<file path="src/rtl/clk_en_gen_pkg.sv">
// Shared types and helpers for the clock-enable generator.
// Optional square-wave outputs are enabled with CLK_EN_GEN_SQ_OUT_EN.
package clk_en_gen_pkg;

  typedef enum logic [1:0] {
    ALIGN  = 2'd0,
    SETTLE = 2'd1,
    LOCKED = 2'd2
  } state_t;

  // A write must name a real channel and keep the phase inside the period.
  function automatic logic cfg_legal(input int unsigned div,
                                     input int unsigned phase,
                                     input int unsigned ch,
                                     input int unsigned num_ch);
    return (div != 0) && (phase < div) && (ch < num_ch);
  endfunction

endpackage

</file>
<file path="src/rtl/clk_en_chan.sv">
// One clock-enable channel: divide/phase registers, free-running counter, pulse decode.
// Square-wave decode is present only with CLK_EN_GEN_SQ_OUT_EN.
module clk_en_chan
  import clk_en_gen_pkg::*;
#(
  parameter int CNT_W   = 8,
  parameter int DEF_DIV = 4
) (
  input  logic             clk,
  input  logic             rst_n,
  input  logic             align,
  input  logic             gate,
  input  logic             wr_en,
  input  logic [CNT_W-1:0] wr_div,
  input  logic [CNT_W-1:0] wr_ph,
`ifdef CLK_EN_GEN_SQ_OUT_EN
  output logic             sq,
`endif
  output logic             ce
);

  logic [CNT_W-1:0] div, ph, cnt;

  always_ff @(posedge clk or negedge rst_n) begin
    if (!rst_n) begin
      div <= CNT_W'(DEF_DIV);
      ph  <= '0;
    end else if (wr_en) begin
      div <= wr_div;
      ph  <= wr_ph;
    end
  end

  // >= rather than == so a counter left past a shrunken period still wraps.
  always_ff @(posedge clk or negedge rst_n) begin
    if (!rst_n)                      cnt <= '0;
    else if (align)                  cnt <= '0;
    else if (gate) begin
      if (cnt >= div - CNT_W'(1))    cnt <= '0;
      else                           cnt <= cnt + CNT_W'(1);
    end
  end

  assign ce = gate && (cnt == ph);

`ifdef CLK_EN_GEN_SQ_OUT_EN
  logic [CNT_W:0] diff, half;

  always_comb begin
    diff = '0;
    if (cnt >= ph) diff = {1'b0, cnt} - {1'b0, ph};
    else           diff = {1'b0, cnt} + {1'b0, div} - {1'b0, ph};
  end

  assign half = ({1'b0, div} + (CNT_W+1)'(1)) >> 1;
  assign sq   = gate && (div != CNT_W'(1)) && (diff < half);
`endif

endmodule

</file>
<file path="src/rtl/clk_en_gen.sv">
// Multi-channel clock-enable generator with align/settle/lock sequencing.
// Define CLK_EN_GEN_SQ_OUT_EN to add the sq_out square-wave outputs.
module clk_en_gen
  import clk_en_gen_pkg::*;
#(
  parameter int NUM_CH      = 2,
  parameter int CNT_W       = 8,
  parameter int LOCK_CYCLES = 16,
  parameter int DEF_DIV     = 4,
  localparam int CHW        = (NUM_CH > 1) ? $clog2(NUM_CH) : 1
) (
  input  logic              clk,
  input  logic              rst_n,
  input  logic              run,
  input  logic              cfg_valid,
  output logic              cfg_ready,
  input  logic [CHW-1:0]    cfg_ch,
  input  logic [CNT_W-1:0]  cfg_div,
  input  logic [CNT_W-1:0]  cfg_phase,
  output logic              cfg_err,
  output logic [NUM_CH-1:0] ce_out,
`ifdef CLK_EN_GEN_SQ_OUT_EN
  output logic [NUM_CH-1:0] sq_out,
`endif
  output logic              locked
);

  localparam int SW = $clog2(LOCK_CYCLES + 1);

  state_t          state, state_nxt;
  logic [SW-1:0]   settle_cnt;
  logic            align, gate, wr_acc, wr_legal;

  assign align     = (state == ALIGN);
  assign gate      = !align && run;
  assign cfg_ready = !align;
  assign locked    = (state == LOCKED);
  assign wr_acc    = cfg_valid && cfg_ready;
  assign wr_legal  = wr_acc && cfg_legal(32'(cfg_div), 32'(cfg_phase),
                                         32'(cfg_ch), 32'(NUM_CH));

  always_comb begin
    state_nxt = state;
    case (state)
      ALIGN:  if (run) state_nxt = SETTLE;
      SETTLE: begin
        if (!run || wr_legal)                          state_nxt = ALIGN;
        else if (settle_cnt == SW'(LOCK_CYCLES - 1))   state_nxt = LOCKED;
      end
      LOCKED: if (!run || wr_legal) state_nxt = ALIGN;
      default: state_nxt = ALIGN;
    endcase
  end

  // Settle count lives only inside SETTLE so a restart never inherits progress.
  always_ff @(posedge clk or negedge rst_n) begin
    if (!rst_n) begin
      state      <= ALIGN;
      settle_cnt <= '0;
      cfg_err    <= 1'b0;
    end else begin
      state      <= state_nxt;
      settle_cnt <= (state == SETTLE) ? settle_cnt + SW'(1) : '0;
      cfg_err    <= wr_acc && !wr_legal;
    end
  end

  for (genvar i = 0; i < NUM_CH; i++) begin : g_ch
    clk_en_chan #(
      .CNT_W   (CNT_W),
      .DEF_DIV (DEF_DIV)
    ) u_chan (
      .clk    (clk),
      .rst_n  (rst_n),
      .align  (align),
      .gate   (gate),
      .wr_en  (wr_legal && (cfg_ch == CHW'(i))),
      .wr_div (cfg_div),
      .wr_ph  (cfg_phase),
`ifdef CLK_EN_GEN_SQ_OUT_EN
      .sq     (sq_out[i]),
`endif
      .ce     (ce_out[i])
    );
  end

endmodule

</file>
<file path="config.mk">
export PLATFORM = sky130hd
export DESIGN_NAME = clk_en_gen
export DESIGN_NICKNAME = d
export VERILOG_FILES = /design/src/rtl/clk_en_gen_pkg.sv /design/src/rtl/clk_en_chan.sv /design/src/rtl/clk_en_gen.sv
export SDC_FILE = /design/constraint.sdc
export NUM_CORES = 1
export LEC_CHECK = 0
export CAP_MARGIN = 20
export CORE_ASPECT_RATIO = 0.75
export CORE_MARGIN = 2
export CORE_UTILIZATION = 30
export CTS_CLUSTER_SIZE = 25
export DETAILED_ROUTE_END_ITERATION = 10
export PLACE_DENSITY = 0.52
export RECOVER_POWER = 100
export SLEW_MARGIN = 20
export SYNTH_ARGS = -nofsm -noshare
export SYNTH_HDL_FRONTEND = slang
export SYNTH_SLANG_ARGS = --single-unit
</file>
<file path="constraint.sdc">
create_clock -name clk -period 2.2 [get_ports clk]
set_clock_uncertainty 0.05 [all_clocks]
set_input_delay 0.44 -clock clk [delete_from_list [all_inputs] [get_ports clk]]
set_output_delay 0.44 -clock clk [all_outputs]
set_load 0.02 [all_outputs]
</file>
==> results.md, run 1 <==
Outcome:
- The run finished, with violations left.
- The final reports fail on setup timing.

Worst setup path:
- Counting cells, the worst reg-to-reg path comes to 12.
- The endpoint identified for the worst register-to-register timing path is g_ch[1].u_chan.cnt[7]$_DFFE_PN0P_.
- The largest fanout on the critical path is 3.
- The critical path endpoint category is a register.
- The type of the worst setup path is reg2reg.
- The startpoint type of the worst setup path is a register.
- The reg-to-reg setup timing slack is -0.18 ns.
- For this design, the slowest cell found on the critical path is sky130_fd_sc_hd__dfstp_2.
- The critical path goes through nor2_4 -> buf_4 -> nand3_2 -> nor2_1 -> xnor2_1 -> ha_1 -> o21ai_0 -> nor2_1 -> a211oi_4 -> buf_4 -> o21ai_1 -> o211ai_1.
- Data on the critical path is required at its endpoint by 2.36 ns.
- The launching point of the worst reg2reg path is g_ch[1].u_chan.div[2]$_DFFE_PN1P_.
- Grouping stages by cell kind, the critical path spends the most delay in compound AO/OA/AOI/OAI gates.
- The critical path buffer and inverter count is 2.
- Data arrives at the worst endpoint at 2.54 ns.
- The largest single stage delay on the critical path is 0.56 ns.

Cells and area:
- The most common cell after layout, fill and taps aside is sky130_fd_sc_hd__buf_4.
- Leaving out fill and tap cells, the most frequent cells in the layout are sky130_fd_sc_hd__buf_4, sky130_fd_sc_hd__dfrtp_1, sky130_fd_sc_hd__nand2_1.
- The finished layout holds 586 standard cells, fillers aside.
- At the end of the flow, the number of nets in the layout was 495.
- Compared with the post-synthesis result, the final layout area differs by 46.5%.
- The repair_antennas step left the layout with diodes totalling 0.
- The number of filler cells placed in the layout is 1045.
- Of the cells placed in the final design, the portion with a size suffix greater than 1 is 43.7%.

Global routing:
- Entering global routing, the biggest net connects 39 pins.
- The via count of the first global-routing pass is 2744.
- The wire length of the first global-routing pass is 14.1 mm.
- For this run, the total global-route usage over all layers was measured as 15.0%.
- The initial antenna violation count is 0.
- After global routing the overflow that remains totals 0.

Timing:
- The transition time at the pin with the least slew margin is 1.07 ns.
- The max-slew violation count is 0.
- Setup violations remaining at the end of the flow were counted as 24.
- In this run the tightest slew margin relative to its limit is 28.5%.
- Setup repair after global routing could not meet its margin everywhere.
- The fmax is 0.421 GHz.
- The minimum period implied by the final worst setup slack is 2.38 ns.
- Once routing completed, OpenROAD measured the worst setup slack at -0.176 ns.
- The final period utilization is 108%.
- The tightest hold margin is 0.267 ns.
- The number of endpoints with negative hold slack in the final report is 0.

Clocking:
- The largest buffer count on any clock path is 2.
- TritonCTS created 5 clock buffers.
- After clock tree synthesis, the clock-pin slew on the worst setup and hold paths is 0.07 ns.
- Clock tree synthesis selected as its root buffer the cell sky130_fd_sc_hd__clkbuf_16.
- The clock net in this run drives a total of 56 sinks.
- The clock latency at the later pin of the worst-skew pair is 0.30 ns.
- The maximum level of the CTS H-tree is 2.
- The number of hold buffers added after CTS was 0.
- The TritonCTS clock tree is done.

Power:
- Dividing total power by cell area gives a power density of 795 nW/um2.
- Cell internal power was estimated by the tool at 2710 uW.
- The proportion of power drawn by the clock network is 24.1%.
- For this design the total switching power over the nets is 1260 uW.
- Registers are responsible for 35.9% of the overall power.
- IR analysis of the VDD net gives a maximum drop of 0.456 mV.
- The analysis attributes to cell leakage a power of 0.00234 uW.
- The switching share of power is 31.8%.
- Combinational logic is responsible for 40.0% of the overall power.

Drt:
- The average wire length per cell after detail routing is 15.3 um.
- The DRC violation total after the first TritonRoute iteration is 78.
- In the routed design, unresolved DRC markers number 0.
- The number of search-and-repair iterations in the first detailed-routing pass is 4.
- The routed design has 8.94 mm of wire.
- The post-detailed-route via-to-cell ratio is 4.75.
- The detail route stage leaves a number of antenna-violating nets equal to 0.
- The routed layout has 2785 vias.

Logic synthesis:
- The most instantiated flip-flop cell in the synthesis netlist is sky130_fd_sc_hd__dfrtp_1.
- The number of different library cells in the post-synthesis netlist is 42.
- The share of synthesized area spent on multiplexers is 11.5%.
- In the synthesized netlist the async set-or-reset flop fraction comes to 100%.
- The largest family of logic cells by synthesized area is simple AND/OR/NAND/NOR gates.
- Dividing the synthesized area by the synthesized cell count gives 10.1 um2.
- The number of enable-type register cells in the synthesized netlist is 0.
- The count of state elements after synthesis is 56.
- The register area share after synthesis is 41.2%.
- The post-synth net total is 386.
- The share of the synthesized area in compound gates (AO/OA/AOI/OAI) is 7.96%.
- The synthesized netlist devotes 16.6% of its cell area to simple gates.
- The number of warning messages in the yosys log is 0.
- Summing the areas of all xor and xnor instances in the mapped netlist gives 7.96% of the synthesized area.
- The cell area that synthesis handed to floorplanning was 3410 um2.
- The synthesized netlist devotes 10.6% of its cell area to adder and majority cells.
- The cell count after synthesis is 336.

Min path:
- The worst hold-check path type is in2async.

Floorplan:
- The die outline width is 127 um.
- In this run the count of I/O pins placed on the die edge is 26.
- The number of placement rows is 33.
- The area of the die is 12200 um2.
- The initial utilization of the core area, before any placement, comes to 31.0%.
- The area of the placeable core is 11000 um2.
- The die is 96.3 um tall.

Place:
- The half-perimeter wire length after placement is 6.66 mm.
- The placer's final routability congestion estimate is 0.845.
- The worst slack after detailed placement is -0.703 ns.
- The count of buffers added on input and output ports is 25.
- In this run, placement finished with an instance count of 566.

Job:
- Max-cap violations in this run came to 0.
-- state kept, by name, indices dropped and copies added, names as in the netlist --
| signal | count |
|---|---|
| cfg_err | 1 |
| g_ch.u_chan.div | 16 |
| settle_cnt | 5 |
| g_ch.u_chan.cnt | 16 |
| g_ch.u_chan.ph | 16 |
| state | 2 |
-- synthesized netlist by cell type (all sizes together) (4+ instances only) --
| library cell | instances | area (um2) |
|---|---|---|
| nor2 | 30 | 113 |
| nor3 | 7 | 35.0 |
| mux2 | 30 | 372 |
| nand4 | 4 | 25.0 |
| o22ai | 4 | 25.0 |
| ha | 29 | 363 |
| xnor2 | 17 | 149 |
| buf | 7 | 62.6 |
| dfrtp | 54 | 1350 |
| a211oi | 5 | 37.5 |
| o21ai | 17 | 85.1 |
| nand2 | 37 | 139 |
| xor2 | 14 | 123 |
| nor4 | 5 | 31.3 |
| nand3 | 9 | 45.0 |
| o211ai | 8 | 60.1 |
| inv | 18 | 67.6 |
| nor2b | 6 | 37.5 |
| or2 | 4 | 25.0 |
-- final cells by class --
cell class | count | area (um2) | area share (%)
clock buffer | 6 | 139 | 2.78
timing repair buffer | 112 | 912 | 18.3
sequential | 56 | 1400 | 28.1
multi-input combinational | 252 | 2260 | 45.2
clock inverter | 2 | 38.8 | 0.777
inverter | 18 | 67.6 | 1.35
tap | 140 | 175 | 3.51
-- what timing repair did --
item	in CTS	in global routing
pin swaps	16	26
buffers inserted	7	4
endpoints found under the setup margin	51	45
gates resized for setup	85	50
gates cloned	2	0
-- power by group through the flow --
stage / clock network, uW / logic (uW) / registers (uW)
detailed placement: 0 / 1310 / 1410
finish: 958 / 1590 / 1420
CTS: 974 / 1450 / 1410
global route: 1020 / 1740 / 1450
global placement: 0 / 1280 / 1400
floorplan: 0 / 723 / 1410
-- routing by layer --
layer | wire length [um] | GRT usage [%]
met1 | 4750 | 22.6
met2 | 3880 | 22.5
met3 | 254 | 2.39
met4 | 57 | 3.02
met5 | 0 | 0
-- worst reg2reg max path, delay by kind of cell (launching register included) --
kind | cells | cell delay [ns]
xor+xnor | 1 | 0.12
buf+inv | 2 | 0.31
simple gates | 4 | 0.31
fa+ha+maj | 1 | 0.29
flops | 1 | 0.56
compound gates | 4 | 0.64
-- worst max-delay path by stage --
| stage | from | to | slack [ns] | depth (start not counted) |
|---|---|---|---|---|
| floorplan | cfg_div[7] | g_ch[0].u_chan.div[0]$_DFFE_PN0P_ | 0.0004 | 8 |
| global placement | run | ce_out[0] | -0.63 | 5 |
| detailed placement | run | ce_out[1] | -0.70 | 6 |
| CTS | g_ch[0].u_chan.div[3]$_DFFE_PN0P_ | g_ch[0].u_chan.cnt[2]$_DFFE_PN0P_ | -0.14 | 13 |
| global route | g_ch[1].u_chan.div[3]$_DFFE_PN0P_ | g_ch[1].u_chan.cnt[6]$_DFFE_PN0P_ | -0.30 | 12 |
| finish | g_ch[1].u_chan.div[2]$_DFFE_PN1P_ | g_ch[1].u_chan.cnt[7]$_DFFE_PN0P_ | -0.18 | 12 |
-- through the flow --
step           instance area [um2]  setup TNS [ns]  total power (uW)  utilization [%]
6_report                      4990           -1.66              3970             45.5
5_1_grt                       4990           -7.39              4210             45.5
4_1_cts                       4890           -1.31              3830             44.5
3_5_place_dp                  4440          -19.89              2720             40.4
3_3_place_gp                  4440          -17.79              2690             40.4
2_1_floorplan                 3510               0              2130                -
-- kinds of logic after synthesis --
group	Yosys count
and+or+nand+nor	118
AOI/OAI and AO/OA	42
adders and majority gates	29
xor gates and xnor gates	31
muxes	32
DFF	56
buffers and inverters	28
Note: power is estimated with default switching activity, not from simulation.
==> run 2, diff against run 1 <==
- GPL_ROUTABILITY_DRIVEN: default -> 1
==> results of run 2 <==
The final DEF is identical to that of run 1; final timing and power are the same.
